==> src/rtl/simon_pkg.sv <==
// Shared types and defaults for the Simon sequence engine.
// Colour encoding, FSM states and width helpers.
package simon_pkg;

  typedef logic [1:0] color_t;

  typedef enum logic [2:0] {
    ST_IDLE,
    ST_ADD,
    ST_SHOW_ON,
    ST_SHOW_OFF,
    ST_INPUT,
    ST_WIN,
    ST_FAIL
  } state_t;

  localparam int MAX_LEN_DEF    = 16;
  localparam int SHOW_TICKS_DEF = 4;
  localparam int GAP_TICKS_DEF  = 2;

  function automatic int clog2_min1(input int v);
    return (v <= 2) ? 1 : $clog2(v);
  endfunction

endpackage

==> src/rtl/simon_sequence_engine_if.sv <==
// Game-side bundle of the Simon sequence engine.
// master = stimulus/player side, slave = engine.
interface simon_sequence_engine_if #(
  parameter int MAX_LEN = simon_pkg::MAX_LEN_DEF
);
  import simon_pkg::*;

  localparam int LW = $clog2(MAX_LEN + 1);

  color_t          rnd;
  logic            start;
  logic            player_valid;
  color_t          player_color;
  logic            show_valid;
  color_t          show_color;
  logic            awaiting_in;
  logic [LW-1:0]   level;
  logic            game_over;
  logic            win;

  modport master (
    output rnd,
    output start,
    output player_valid,
    output player_color,
    input  show_valid,
    input  show_color,
    input  awaiting_in,
    input  level,
    input  game_over,
    input  win
  );

  modport slave (
    input  rnd,
    input  start,
    input  player_valid,
    input  player_color,
    output show_valid,
    output show_color,
    output awaiting_in,
    output level,
    output game_over,
    output win
  );

endinterface

==> src/rtl/step_timer.sv <==
// Loadable down-counter; done while the count sits at zero.
// Shared by the lit and dark phases of playback.
module step_timer #(
  parameter int W = 2
) (
  input  logic         slow_clk1,
  input  logic         rst_n,
  input  logic         load,
  input  logic [W-1:0] load_val,
  output logic         done
);

  logic [W-1:0] cnt_q;
  logic [W-1:0] cnt_d;

  always_comb begin
    cnt_d = cnt_q;
    if (load) begin
      cnt_d = load_val;
    end else if (cnt_q != '0) begin
      cnt_d = cnt_q - W'(1);
    end
  end

  always_ff @(posedge slow_clk1 or negedge rst_n) begin
    if (!rst_n) begin
      cnt_q <= '0;
    end else begin
      cnt_q <= cnt_d;
    end
  end

  assign done = (cnt_q == '0);

endmodule

==> src/rtl/simon_sequence_engine.sv <==
// Simon game core: grows a colour sequence, plays it back,
// then checks the player's entries against it.
module simon_sequence_engine
  import simon_pkg::*;
#(
  parameter int MAX_LEN    = MAX_LEN_DEF,
  parameter int SHOW_TICKS = SHOW_TICKS_DEF,
  parameter int GAP_TICKS  = GAP_TICKS_DEF
) (
  input  logic                     slow_clk1,
  input  logic                     rst_n,
  simon_sequence_engine_if.slave   bus
);

  localparam int LW = $clog2(MAX_LEN + 1);
  localparam int IW = clog2_min1(MAX_LEN);
  localparam int TMAX =
    (SHOW_TICKS > GAP_TICKS) ? SHOW_TICKS : GAP_TICKS;
  localparam int TW = clog2_min1(TMAX);

  state_t        state_q;
  state_t        state_d;
  logic [LW-1:0] len_q;
  logic [LW-1:0] len_d;
  logic [IW-1:0] idx_q;
  logic [IW-1:0] idx_d;
  color_t        mem_q [MAX_LEN];

  logic          t_load;
  logic [TW-1:0] t_val;
  logic          t_done;
  logic          add_en;
  logic          hit;
  logic          last;
  logic          full;

  step_timer #(.W(TW)) u_timer (
    .slow_clk1 (slow_clk1),
    .rst_n     (rst_n),
    .load      (t_load),
    .load_val  (t_val),
    .done      (t_done)
  );

  assign hit  = (bus.player_color == mem_q[idx_q]);
  assign last = ((LW'(idx_q) + LW'(1)) == len_q);
  assign full = (len_q == LW'(MAX_LEN));

  always_comb begin
    state_d = state_q;
    len_d   = len_q;
    idx_d   = idx_q;
    t_load  = 1'b0;
    t_val   = TW'(SHOW_TICKS - 1);
    add_en  = 1'b0;
    unique case (state_q)
      ST_IDLE, ST_WIN, ST_FAIL: begin
        if (bus.start) begin
          len_d   = '0;
          idx_d   = '0;
          state_d = ST_ADD;
        end
      end
      ST_ADD: begin
        add_en  = 1'b1;
        len_d   = len_q + LW'(1);
        idx_d   = '0;
        t_load  = 1'b1;
        state_d = ST_SHOW_ON;
      end
      ST_SHOW_ON: begin
        if (t_done) begin
          t_load  = 1'b1;
          t_val   = TW'(GAP_TICKS - 1);
          state_d = ST_SHOW_OFF;
        end
      end
      ST_SHOW_OFF: begin
        if (t_done) begin
          if (last) begin
            idx_d   = '0;
            state_d = ST_INPUT;
          end else begin
            idx_d   = idx_q + IW'(1);
            t_load  = 1'b1;
            state_d = ST_SHOW_ON;
          end
        end
      end
      ST_INPUT: begin
        if (bus.player_valid) begin
          unique case (1'b1)
            !hit:
              state_d = ST_FAIL;
            hit && !last:
              idx_d = idx_q + IW'(1);
            hit && last && full:
              state_d = ST_WIN;
            hit && last && !full:
              state_d = ST_ADD;
          endcase
        end
      end
      default: state_d = ST_IDLE;
    endcase
  end

  always_ff @(posedge slow_clk1 or negedge rst_n) begin
    if (!rst_n) begin
      state_q <= ST_IDLE;
      len_q   <= '0;
      idx_q   <= '0;
    end else begin
      state_q <= state_d;
      len_q   <= len_d;
      idx_q   <= idx_d;
    end
  end

  // ADD only runs while len < MAX_LEN, so the low bits address mem
  always_ff @(posedge slow_clk1 or negedge rst_n) begin
    if (!rst_n) begin
      for (int i = 0; i < MAX_LEN; i++) begin
        mem_q[i] <= '0;
      end
    end else if (add_en) begin
      mem_q[len_q[IW-1:0]] <= bus.rnd;
    end
  end

  assign bus.show_valid  = (state_q == ST_SHOW_ON);
  assign bus.show_color  =
    (state_q == ST_SHOW_ON) ? mem_q[idx_q] : '0;
  assign bus.awaiting_in = (state_q == ST_INPUT);
  assign bus.level       = len_q;
  assign bus.game_over   = (state_q == ST_FAIL);
  assign bus.win         = (state_q == ST_WIN);

endmodule

==> src/flat_wrapper.sv <==
// flat-port wrapper written by rule: the top's interface ports become plain ports
module simon_sequence_engine_flat import simon_pkg::*;
#(
  parameter int MAX_LEN    = MAX_LEN_DEF,
  parameter int SHOW_TICKS = SHOW_TICKS_DEF,
  parameter int GAP_TICKS  = GAP_TICKS_DEF
)
  (slow_clk1, rst_n, bus_rnd, bus_start, bus_player_valid, bus_player_color, bus_show_valid, bus_show_color, bus_awaiting_in, bus_level, bus_game_over, bus_win);
  simon_sequence_engine_if #(.MAX_LEN(MAX_LEN)) bus_i ();
  input  logic slow_clk1;
  input  logic rst_n;
  input wire logic [$bits(bus_i.rnd)-1:0] bus_rnd;
  input wire logic [$bits(bus_i.start)-1:0] bus_start;
  input wire logic [$bits(bus_i.player_valid)-1:0] bus_player_valid;
  input wire logic [$bits(bus_i.player_color)-1:0] bus_player_color;
  output wire logic [$bits(bus_i.show_valid)-1:0] bus_show_valid;
  output wire logic [$bits(bus_i.show_color)-1:0] bus_show_color;
  output wire logic [$bits(bus_i.awaiting_in)-1:0] bus_awaiting_in;
  output wire logic [$bits(bus_i.level)-1:0] bus_level;
  output wire logic [$bits(bus_i.game_over)-1:0] bus_game_over;
  output wire logic [$bits(bus_i.win)-1:0] bus_win;
  assign bus_i.rnd = bus_rnd;
  assign bus_i.start = bus_start;
  assign bus_i.player_valid = bus_player_valid;
  assign bus_i.player_color = bus_player_color;
  assign bus_show_valid = bus_i.show_valid;
  assign bus_show_color = bus_i.show_color;
  assign bus_awaiting_in = bus_i.awaiting_in;
  assign bus_level = bus_i.level;
  assign bus_game_over = bus_i.game_over;
  assign bus_win = bus_i.win;
  simon_sequence_engine #(.MAX_LEN(MAX_LEN), .SHOW_TICKS(SHOW_TICKS), .GAP_TICKS(GAP_TICKS)) u_core (.slow_clk1(slow_clk1), .rst_n(rst_n), .bus(bus_i));
endmodule
==> config.mk <==
export PLATFORM = sky130hd
export DESIGN_NAME = simon_sequence_engine_flat
export DESIGN_NICKNAME = d
export VERILOG_FILES = /design/src/rtl/simon_pkg.sv /design/src/rtl/simon_sequence_engine_if.sv /design/src/rtl/step_timer.sv /design/src/rtl/simon_sequence_engine.sv /design/src/flat_wrapper.sv
export SDC_FILE = /design/constraint.sdc
export NUM_CORES = 1
export LEC_CHECK = 0
export BUFFER_PORTS_ARGS = -buffer_cell sky130_fd_sc_hd__buf_2
export CORE_MARGIN = 5
export CORE_UTILIZATION = 57
export DETAILED_ROUTE_END_ITERATION = 6
export PLACE_DENSITY = 0.76
export SKIP_LAST_GASP = 1
export SLEW_MARGIN = 0
export SYNTH_ARGS = -nofsm -noshare
export SYNTH_HDL_FRONTEND = slang
export SYNTH_SLANG_ARGS = --single-unit
==> constraint.sdc <==
create_clock -name slow_clk1 -period 4.73 [get_ports slow_clk1]
set_clock_uncertainty 0.15 [all_clocks]
set_input_delay 0.7095 -clock slow_clk1 [delete_from_list [all_inputs] [get_ports slow_clk1]]
set_output_delay 0.7095 -clock slow_clk1 [all_outputs]
set_load 0.02 [all_outputs]
# Word-level counts from Yosys, hierarchy flattened
# Cells that the tools add are included.
# word_totals
in_bits	8
elab_cells	93
output_inout_bits	11
ff_bits	46
# op_classes
add_sub_neg	4
mux	31
bitwise	2
n_lt_le_gt_ge	3
n_eq_ne	15
reduce_logical	18
# op_table
cell	count
32-bit bitwise mux	1
4-bit two-way mux	5
2-bit two-way mux	8
4-bit case mux with 4 select lines	1
3-bit two-way mux	5
3-bit case mux with 5 select lines	1
5-bit greater-or-equal comparator (second input constant)	2
4-bit NOT with 5-bit output	2
5-bit case mux with 2 select lines	1
5-bit AND reduction	2
3-bit equality test (second input constant)	3
3-bit case mux with 3 select lines	1
2-bit binary-select mux with 4-bit select	1
2-bit demux with 4-bit select	1
3-bit by 2-bit equality test with 1-bit output (second input constant)	2
2-bit by 1-bit != test with 1-bit output (second input constant)	3
2-bit nonzero test	3
4-bit by 1-bit adder with 5-bit output (second input constant)	1
5-bit by 1-bit adder with 5-bit output (second input constant)	1
5-bit equality test	1
5-bit equality test (second input constant)	1
1-bit logical AND	5
5-bit by 1-bit less-than comparator with 1-bit output (second input constant)	1
5-bit two-way mux	1
other kinds (14)	20

# Longest topological paths before layout
# depth
depth_word	10
ltp_mapped	9
mapped_depth_nobuf	8

# By module
# From an unflattened synthesis, not the netlist that was laid out.
# hier_totals
hier_cells	262
hier_area_um2	2746.4
# modules_own_cells
module	cells_per_inst	n_inst	area_per_inst_um2	seq_area_each_um2
simon_sequence_engine	250	1	2632.5	1101.1
step_timer	12	1	113.9	50.0

# Worst setup path before layout
# OpenSTA, ideal clock, no wires.
# synth_timing
path_type	register to register
from	register u_core.idx_q[0]
to	register u_core.idx_q[0]
t_arrival_ns	2.344
stages_incl_launch_ff	9
synth_period_minus_slack_ns	2.620
path_buffers	0
setup_slack_ns	2.110
t_required_ns	4.455
setup_time_ns	0.125
path_cell_list	dfrtp_1 -> ha_1 -> o21ba_1 -> a221o_1 -> a2111oi_4 -> a31oi_1 -> and3_4 -> o21a_4 -> mux2_4
# synth_between
elab_chain_cells	8
elab_cells_between_ends	17
cone_classes	add/sub: 2; eq/ne: 3; mux: 8; bitwise: 1; reduce/logical: 3
# synth_lines
item	line_no	rtl
from (decl)	simon_sequence_engine.sv:25	logic [IW-1:0] idx_q;
from (signal assigned)	simon_sequence_engine.sv:116	idx_q <= idx_d;
4-bit NOT with 5-bit output (implied by the code)	simon_sequence_engine.sv:45	assign hit = (bus.player_color == mem_q[idx_q]);
2-bit binary-select mux with 4-bit select	simon_sequence_engine.sv:45	
2-bit two-way mux (implied by the code) (2 in series)	simon_sequence_engine.sv:45	
2-bit equality test	simon_sequence_engine.sv:45	
1-bit logical AND	simon_sequence_engine.sv:95	hit && !last:
2-bit by 1-bit != test with 1-bit output (no line)	--	
5-bit AND reduction (no line)	--	
# Several ways; a longest one is shown, not always the timed one. The select of a mux whose other input is x is not followed.
# A chain may end at the register's enable or synchronous reset.

# Worst setup path after layout
# layout_timing
from	register u_core.idx_q[1]
to	register u_core.idx_q[0]
# Same word-level chain as after synthesis.

==> flow_summary.json <==
{
  "syn_area_um2": 2800,
  "timing.rr.start": "u_core.idx_q[1]$_DFFE_PN0P_",
  "num_rows": 25,
  "htreeDepth": 2,
  "synth_flop_cell": "dfrtp_1",
  "synth_top_area_share_pct": 41.1,
  "antenna_found_initial": 0,
  "status": "finished clean",
  "synth.distinct_cells": 51,
  "power_density_nw_per_um2": 648,
  "place_congestion": 0.827,
  "port_buffers": 18,
  "setup_tns_ns": 0,
  "synth_largest_area_cell": "dfrtp_1",
  "ctsResizeCount": 0,
  "dieArea_um2": 6410,
  "intPower_uw": 1120,
  "placed_cell_area_um2": 2910,
  "cts_tree": "built",
  "layout-drive-gt1-share_pct": 23.4,
  "totalWireLength_um": 5960,
  "gr-usage-met3_pct": 3.70,
  "cts.sinks": 46,
  "cts_hold_buf": 0,
  "area.growth.synth_to_final_pct": 7.96,
  "drt_iter0_drc": 137,
  "grt-ovfl-total": 0,
  "grt_use_met2_pct": 30.4,
  "rsz0062_at_grt": "false",
  "crit_arrival_ns": 3.08,
  "worstMarginPinSlew_ns": 1.00,
  "hold_class": "flop to flop",
  "die_height_um": 80.1,
  "cts_buffer_depth": 2,
  "track_usage_pct": 21.0,
  "switchingPower_uw": 839,
  "power_leakage_uw": 0.00131,
  "end_kind": "flop",
  "yosys-top-cells-area": "dfrtp_1 (41%), mux2_2 (13%), mux2i_1 (6.1%)",
  "setup_viol": 0,
  "irDropWorstVdd_v": 0.000307,
  "cts_buffers": 5,
  "gr-usage-met1_pct": 31.6,
  "crit_fanout": 19,
  "drtAntennaViolNets": 0,
  "antenna_cells": 0,
  "drv_slew": 0,
  "vias": 2138,
  "clk_latency_ns": 0.30,
  "viasPerCell": 6.06,
  "clockPowerShare_pct": 15.0,
  "coreArea_um2": 4750,
  "power.total_uw": 1960,
  "final_util_pct": 63.6,
  "crit_type": "flop to flop",
  "drt-pass1-iter-count": 4,
  "fin_crit_sh_pct": 64.2,
  "ys_async_sr_fraction_pct": 100,
  "post_cts_buffers": 0,
  "period_needed_ns": 3.04,
  "grt_pass1_wl_um": 10400,
  "drcViolationCount": 0,
  "ys_warn_count": 0,
  "die_w_um": 80.1,
  "pin_count": 19,
  "cp.required_ns": 4.78,
  "final_nets": 299,
  "worst_setup_path_start_kind": "flop",
  "dpl.hpwl_um": 4210,
  "initial_core_util_pct": 58.9,
  "synthCells": 273,
  "synth_nets": 287,
  "synth_enable_flop_cells": 0,
  "maxCapViolCount": 0,
  "grt_pass1_vias": 2085,
  "final-hold-violation-count": 0,
  "p_seq_share_pct": 34.7,
  "grt_max_degree": 47,
  "yosysSeqAreaShare_pct": 41.1,
  "syn_area_per_cell_um2": 10.3,
  "switching_share_pct": 42.9,
  "maxSlewHeadroom_pct": 33.1,
  "wl_per_cell_um": 16.9,
  "max_freq_mhz": 329,
  "worstHoldStart": "u_core.u_timer.cnt_q[0]$_DFFE_PN0P_",
  "ys_ff_latch": 46,
  "grt_busiest_layer": "met1",
  "clk_pin_slew_ns": 0.09,
  "p_comb_share_pct": 50.3,
  "final_area_um2": 3020,
  "critPathLaunch": "u_core.idx_q[1]$_DFFE_PN0P_",
  "root_buffer": "clkbuf_8"
}
-- registers in the layout, indices dropped and copies added (netlist names) --
signal                cells
u_core.bus.level          5
u_core.state_q            3
u_core.mem_q             32
u_core.idx_q              4
u_core.u_timer.cnt_q      2
-- cells in the final DEF (no fill, tap or decap), types with 6 or more instances in the layout --
master,netlist,final
inv_1,12,12
ha_1,6,6
nor2_1,15,15
mux2_2,33,33
a21oi_1,12,12
mux2i_1,17,17
dfrtp_1,46,46
a22o_1,6,6
nand3_1,15,15
xnor2_1,6,6
buf_2,1,18
o21ai_0,10,10
nand2_1,18,18
nor2b_1,6,6
-- worst max-delay path: stages, from the launching register on --
cell       delay, ns
dfrtp_1         0.37
buf_4           0.23
ha_1            0.29
o21ba_1         0.19
a221o_1         0.37
a2111oi_4       0.54
a31oi_1         0.16
and3_4          0.23
o21a_4          0.13
mux2_4          0.29
-- path summary, 6_finish.rpt --
check / endpoint / cells after the start / slack, ns
worst max-delay path: u_core.idx_q[0]$_DFFE_PN0P_ / 9 / 1.69
max in group asynchronous: u_core.u_timer.cnt_q[1]$_DFFE_PN0P_ / 1 / 3.39
worst min-delay path: u_core.u_timer.cnt_q[0]$_DFFE_PN0P_ / 1 / 0.35
min in group asynchronous: u_core.u_timer.cnt_q[0]$_DFFE_PN0P_ / 1 / 0.42
worst min register to register: u_core.u_timer.cnt_q[0]$_DFFE_PN0P_ / 1 / 0.35
worst max register to register: u_core.idx_q[0]$_DFFE_PN0P_ / 9 / 1.69
-- per-stage QoR --
step	setup WS [ns]	hold slack (ns)	instances
2_1_floorplan	2.11	0.264	273
3_3_place_gp	1.76	0.332	345
3_5_place_dp	1.72	0.339	345
4_1_cts	1.71	0.356	353
5_1_grt	1.58	0.368	353
6_report	1.69	0.353	353
-- power by group through the flow --
| stage | clock network, uW | logic (uW) | registers [uW] |
|---|---|---|---|
| floorplan | 0 | 831 | 605 |
| global placement | 0 | 963 | 677 |
| detailed placement | 0 | 977 | 683 |
| CTS | 303 | 982 | 674 |
| global route | 322 | 1090 | 700 |
| finish | 294 | 983 | 679 |
-- kinds of logic (layout without fill, tap and decap cells) --
group           after synthesis  in the layout  share of synthesized area, %
fa+ha+maj                     6              6                          2.68
simple gates                 80             80                          14.7
buf+inv                      27             40                          4.34
mux                          51             51                          19.9
flops                        46             46                          41.1
xor+xnor                      8              8                          2.50
compound gates               55             55                          14.8
-- layer usage --
| metal | share of wire [%] | up-vias | wire, um |
|---|---|---|---|
| met5 | 0 | - | 0 |
| met4 | 1.3 | 0 | 76 |
| met3 | 4.2 | 8 | 249 |
| met2 | 45 | 56 | 2690 |
| met1 | 49 | 1058 | 2940 |
| li1 | - | 1016 | - |
-- Yosys cell counts (2+ instances only) --
library cell and n:
and3_1 3, xor2_1 2, nor3_1 5, a21oi_1 12
a31oi_1 4, o21ai_0 10, a22o_1 6, inv_1 12
o31ai_1 2, o211a_1 2, mux2i_1 17, buf_6 2
nor2_1 15, nand4_1 3, and2_1 2, dfrtp_1 46
nand3b_1 2, nor3b_1 2, xnor2_1 6, and4_1 2
clkbuf_1 10, nand2_1 18, o211ai_1 2, ha_1 6
mux2_2 33, a22oi_1 2, nand2b_1 2, nor2b_1 6
o2bb2ai_1 3, nand3_1 15
-- cell type report --
type                            count  area [um2]
Clock buffer                        6        72.6
Clock inverter                      2        37.5
Fill cell                         410        1730
Inverter                           12        45.0
Multi-Input combinational cell    200        1530
Sequential cell                    46        1150
Tap cell                           67        83.8
Timing Repair Buffer               20         105
Power figures use the tool's default switching activity.
